[src/rtl/display_scan_controller.sv]
// Time-multiplexed scan for common-anode seven-segment digits sharing one hex decoder.
// Values arrive over valid/ready and are committed to the displayed shadow only at frame wrap.
module display_scan_controller #(
    parameter int DIGITS      = 4,
    parameter int REFRESH_DIV = 50000,
    parameter int GUARD       = 2
) (
    input  logic                clk,
    input  logic                rst,
    input  logic                in_valid,
    input  logic [4*DIGITS-1:0] in_value,
    output logic                in_ready,
    input  logic                enable,
    input  logic                lzs,
    output logic [3:0]          digit_code,
    output logic [DIGITS-1:0]   anode_n,
    output logic                frame_tick
);

    localparam int VW     = 4 * DIGITS;
    localparam int SLOT_W = (DIGITS > 1) ? $clog2(DIGITS) : 1;
    localparam int DIV_W  = $clog2(REFRESH_DIV);

    localparam logic [DIV_W-1:0]  DIV_LAST  = DIV_W'(REFRESH_DIV - 1);
    localparam logic [DIV_W-1:0]  GUARD_CNT = DIV_W'(GUARD);
    localparam logic [SLOT_W-1:0] SLOT_LAST = SLOT_W'(DIGITS - 1);

    logic [DIV_W-1:0]  div_cnt;
    logic [SLOT_W-1:0] slot;
    logic [VW-1:0]     pending;
    logic [VW-1:0]     shadow;
    logic              pend_full;
    logic              frame_armed;

    logic [DIGITS-1:0] suppressed;
    logic [DIGITS-1:0] slot_onehot;
    logic [3:0]        slot_nibble;
    logic              slot_suppressed;
    logic              zero_above;
    logic              slot_end;
    logic              frame_wrap;
    logic              lit;
    logic              xfer;

    // A digit is suppressed when it and every digit to its left are zero; digit 0 always shows.
    always_comb begin
        suppressed = '0;
        zero_above = 1'b1;
        for (int i = DIGITS - 1; i >= 1; i--) begin
            zero_above    = zero_above && (shadow[4*i +: 4] == 4'h0);
            suppressed[i] = lzs && zero_above;
        end
        slot_onehot     = '0;
        slot_nibble     = 4'h0;
        slot_suppressed = 1'b0;
        for (int i = 0; i < DIGITS; i++) begin
            if (slot == SLOT_W'(i)) begin
                slot_onehot[i]  = 1'b1;
                slot_nibble     = shadow[4*i +: 4];
                slot_suppressed = suppressed[i];
            end
        end
    end

    assign slot_end   = enable && (div_cnt == DIV_LAST);
    assign frame_wrap = slot_end && (slot == SLOT_LAST);
    assign lit        = enable && (div_cnt >= GUARD_CNT) && !slot_suppressed;
    assign xfer       = in_valid && !pend_full;
    assign in_ready   = ~pend_full;

    always_ff @(posedge clk) begin
        if (rst) begin
            div_cnt     <= '0;
            slot        <= '0;
            pending     <= '0;
            shadow      <= '0;
            pend_full   <= 1'b0;
            frame_armed <= 1'b0;
            anode_n     <= '1;
            digit_code  <= 4'h0;
            frame_tick  <= 1'b0;
        end else begin
            if (enable) begin
                if (slot_end) begin
                    div_cnt <= '0;
                    slot    <= (slot == SLOT_LAST) ? '0 : slot + 1'b1;
                end else begin
                    div_cnt <= div_cnt + 1'b1;
                end
            end

            // A transfer can only happen with pending empty, so it never collides with a commit.
            if (xfer) begin
                pending   <= in_value;
                pend_full <= 1'b1;
            end else if (frame_wrap && pend_full) begin
                shadow    <= pending;
                pend_full <= 1'b0;
            end

            if (lit) begin
                anode_n    <= ~slot_onehot;
                digit_code <= slot_nibble;
            end else begin
                anode_n    <= '1;
                digit_code <= 4'h0;
            end

            // The tick lines up with the outputs of the first slot-0 cycle after a wrap.
            frame_tick <= enable && frame_armed && (div_cnt == '0) && (slot == '0);
            if (frame_wrap) begin
                frame_armed <= 1'b1;
            end else if (enable && (div_cnt == '0) && (slot == '0)) begin
                frame_armed <= 1'b0;
            end
        end
    end

endmodule

[config.mk]
export PLATFORM = sky130hd
export DESIGN_NAME = display_scan_controller
export DESIGN_NICKNAME = d
export VERILOG_FILES = /design/src/rtl/display_scan_controller.sv
export SDC_FILE = /design/constraint.sdc
export NUM_CORES = 1
export LEC_CHECK = 0
export CAP_MARGIN = 20
export CORE_MARGIN = 2
export CORE_UTILIZATION = 45
export CTS_CLUSTER_DIAMETER = 150
export CTS_CLUSTER_SIZE = 24
export DETAILED_ROUTE_END_ITERATION = 6
export PLACE_DENSITY = 0.78
export SLEW_MARGIN = 20
export SYNTH_ARGS = -nofsm -noshare
export SYNTH_HDL_FRONTEND = slang
export SYNTH_SLANG_ARGS = --single-unit
export TNS_END_PERCENT = 50
[constraint.sdc]
create_clock -name clk -period 1.95 [get_ports clk]
set_input_delay 0.4875 -clock clk [delete_from_list [all_inputs] [get_ports clk]]
set_output_delay 0.4875 -clock clk [all_outputs]
set_load 0.02 [all_outputs]
==> impl_results.md <==
- Number of flops mapped to enable cells by yosys: 0
- Syn_nets: 349
- Vias in the first global route: 2145
- FF+latch count, synth: 61
- Clk slew on worst S/H paths: 0.07 ns
- Leak: 1.14 nW
- Hold crit path type: reg2reg
- Hold WS: 0.459 ns
- Slew HR: 0.670
- Seq/Total Area, Yosys: 0.465
- Synth Cell Area: 2630 um^2
- Max incr delay on CP: 0.60 ns
- Final setup vio count: 0
- Min Tclk post-route: 1.85 ns
- Initial antenna violation count: 0
- Startpoint class of the critical path: flop
- H-Tree Depth: 3
- Nets: 386
- Ant diodes: 0
- Number of fill cells: 490
- Largest net degree at the start of global routing: 41
- Drt drc: 0
- Worst Setup Path Type: reg2out
- CTS buffer count: 9
- Hold Crit Endpoint: pending[2]$_SDFFE_PP0P_
- Design area: 3320 um^2
- TNS Setup: 0 ns
- IO buf count: 30
- Critical Path Fanout Max: 4
- CTS root buf: clkbuf_8
- Peak VDD IR: 393 uV
- Via/cell ratio: 5.44
- Die Span X: 80.4 um
- Pwr Density: 818 nW/um^2
- Synthesized instance count: 321
- GRT Total Usage: 0.194
- Critical path arrival: 1.37 ns
- Critical Path End Type: output port
- Layout cells sized above 1: 0.105
- Worst R2R End: slot[0]$_SDFFE_PP0P_
- RSZ-0062 raised after global routing: false
- CTS Buffer Depth: 2
- Clk_lat worst skew: 0.34 ns
- Yosys cell types: 33
- Final Hold Vio Count: 0
- Ys Warns: 0
- Final period util: 0.951
- Slowest CP cell: clkdlybuf4s50_1
- Synth Flop Type: dfxtp_1
- Most common cell after layout, fill and taps aside: dfxtp_1
- Crit path cell chain: inv_1 > clkdlybuf4s50_1
- Die area: 6460 um^2
- DR vias: 2368
- Status: completed
- Core ar.: 5570 um^2
- Async S/R FF share, synth: 0
- Power share of the clock group: 0.473
- Worst R2R Path Depth: 4
- # rows: 27
- Pre-Repair DR Iteration Count: 5
- Logic pwr share: 0.052
- CTS tree: yes
- Worst-Margin Slew: 0.494 ns
- Post-CTS setup-driven buffer insertion count: 0
- Dpl cell area: 3070 um^2
- Die Y: 80.4 um
- Max frequency: 539 MHz
- Routability Congestion: 0.885
- Mean Syn Cell Area: 8.18 um^2
- Reg-to-reg critical path startpoint: div_cnt[8]$_SDFFE_PP0P_
- Max cap viols: 0
- Top delay family on crit path: buffers and inverters
- First-pass GRT wire length: 9.78 mm
- ANT nets after route: 0
- Boundary Pins: 31
- Crit. Startpoint: pend_full$_SDFFE_PP0P_
- Min-delay src: pending[2]$_SDFFE_PP0P_
- Flop2flop setup slack: 0.15 ns
- Int Power: 0.00213 W
- Critical path buffers and inverters: 2
- DRT Wirelength: 5.70 mm
- Starting density of the core: 0.471
- Clock sink total: 61
- Number of DRC markers in iteration 0: 104
- Seq pwr share: 0.475
- Slew Limit Fails: 0
- Most frequent cells in the layout: 60 x dfxtp_1, 46 x nand2_1, 44 x a21oi_1
- Worst Path Required: 1.46 ns
- Switching share of power: 0.214
- Area growth from synthesis to layout: 26.3%
- Clk_skew: 0.00831 ns
- Psw: 0.000581 W
- Hold Crit Depth: 2
- HPWL after DPL: 3.88 mm
- Total grt overflow: 0
- DR WL/cell: 13.1 um
[power by group through the flow]
stage	Clock (W)	Sequential (W)	Combinational (W)
2_1_floorplan	0	0.00131	0.0000691
3_3_place_gp	0	0.00131	0.000137
3_5_place_dp	0	0.00131	0.000141
4_1_cts	0.00131	0.00129	0.000142
5_1_grt	0.00136	0.00129	0.000159
6_report	0.00128	0.00129	0.000142
[worst max path at each step]
stage,endpoint,slack (ns),depth (start not counted)
floorplan,slot[0]$_SDFFE_PP0P_,0.001,6
global placement,slot[0]$_SDFFE_PP0P_,-0.15,5
detailed placement,div_cnt[7]$_SDFFE_PP0P_,-0.19,8
CTS,slot[0]$_SDFFE_PP0P_,0.07,5
global route,shadow[4]$_SDFFE_PP0P_,0.03,5
finish,in_ready,0.1,2
[logic make-up (layout without fill, tap and decap cells)]
kind of cell / after synthesis / count (layout) / share of synthesized area
XOR/XNOR: 13 / 13 / 0.0434
AND/OR/NAND/NOR: 129 / 129 / 0.248
buffers and inverters: 32 / 74 / 0.0472
flip-flops: 61 / 61 / 0.465
adder cells (fa/ha/maj): 7 / 7 / 0.0333
AO/OA/AOI/OAI: 78 / 78 / 0.159
multiplexers: 1 / 1 / 0.00381
[per-stage QoR]
| stage | setup WS, ns | utilization | power (W) | std cells |
|---|---|---|---|---|
| 2_1_floorplan | 0.00107 | - | 0.00138 | 321 |
| 3_3_place_gp | -0.145 | 0.551 | 0.00145 | 419 |
| 3_5_place_dp | -0.194 | 0.551 | 0.00145 | 419 |
| 4_1_cts | 0.0662 | 0.593 | 0.00274 | 435 |
| 5_1_grt | 0.0318 | 0.595 | 0.00281 | 435 |
| 6_report | 0.0954 | 0.595 | 0.00271 | 435 |
[flip-flops by register name (all words and copies together) (netlist names)]
register,count
digit_code,4
pend_full,1
frame_tick,1
shadow,16
frame_armed,1
pending,16
slot,2
anode_n,4
div_cnt,16
[synth_stat cells, types with 2 or more instances]
library cell,instances,area [um^2]
dfxtp_1,61,1220
a22oi_1,4,30.0
nor2b_1,5,31.3
nand4_1,20,125
nand3_1,14,70.1
nor2_1,17,63.8
xnor2_1,10,87.6
or3_1,2,12.5
nand2_1,46,173
nor4_1,9,56.3
inv_1,12,45.0
a21oi_1,44,220
and2_1,2,12.5
a211oi_1,2,15.0
nor3_1,7,35.0
clkbuf_1,16,60.1
ha_1,7,87.6
buf_2,2,10.0
xor2_1,3,26.3
o21ai_0,25,125
[worst register-to-register path, stage by stage (launching register included)]
cell	delay, ns
dfxtp_1	0.51
nand4_4	0.19
or3_4	0.44
or4_1	0.47
a21oi_1	0.14
[what timing repair did]
action / in CTS / in global routing
hold buffers: 0 / 0
gates resized for setup: 0 / 2
setup endpoints to repair: 0 / 5
[cell type report]
| class | instances | area, um^2 | share of cell area |
|---|---|---|---|
| clock buffers | 11 | 151 | 0.0456 |
| clock inverters | 5 | 82.6 | 0.0249 |
| inverters | 12 | 45.0 | 0.0136 |
| multi-input cells | 228 | 1290 | 0.390 |
| flip-flops and latches | 61 | 1220 | 0.368 |
| well taps | 72 | 90.1 | 0.0271 |
| repair buffers | 46 | 433 | 0.130 |
[layer usage]
metal,vias to the layer above,global-route usage,share of wire
met5,-,0,0
met4,0,0.103,0.020
met3,11,0.0371,0.055
met2,69,0.295,0.45
met1,1085,0.261,0.47
li1,1203,-,-
No activity file was read; power rests on OpenSTA's default activity.
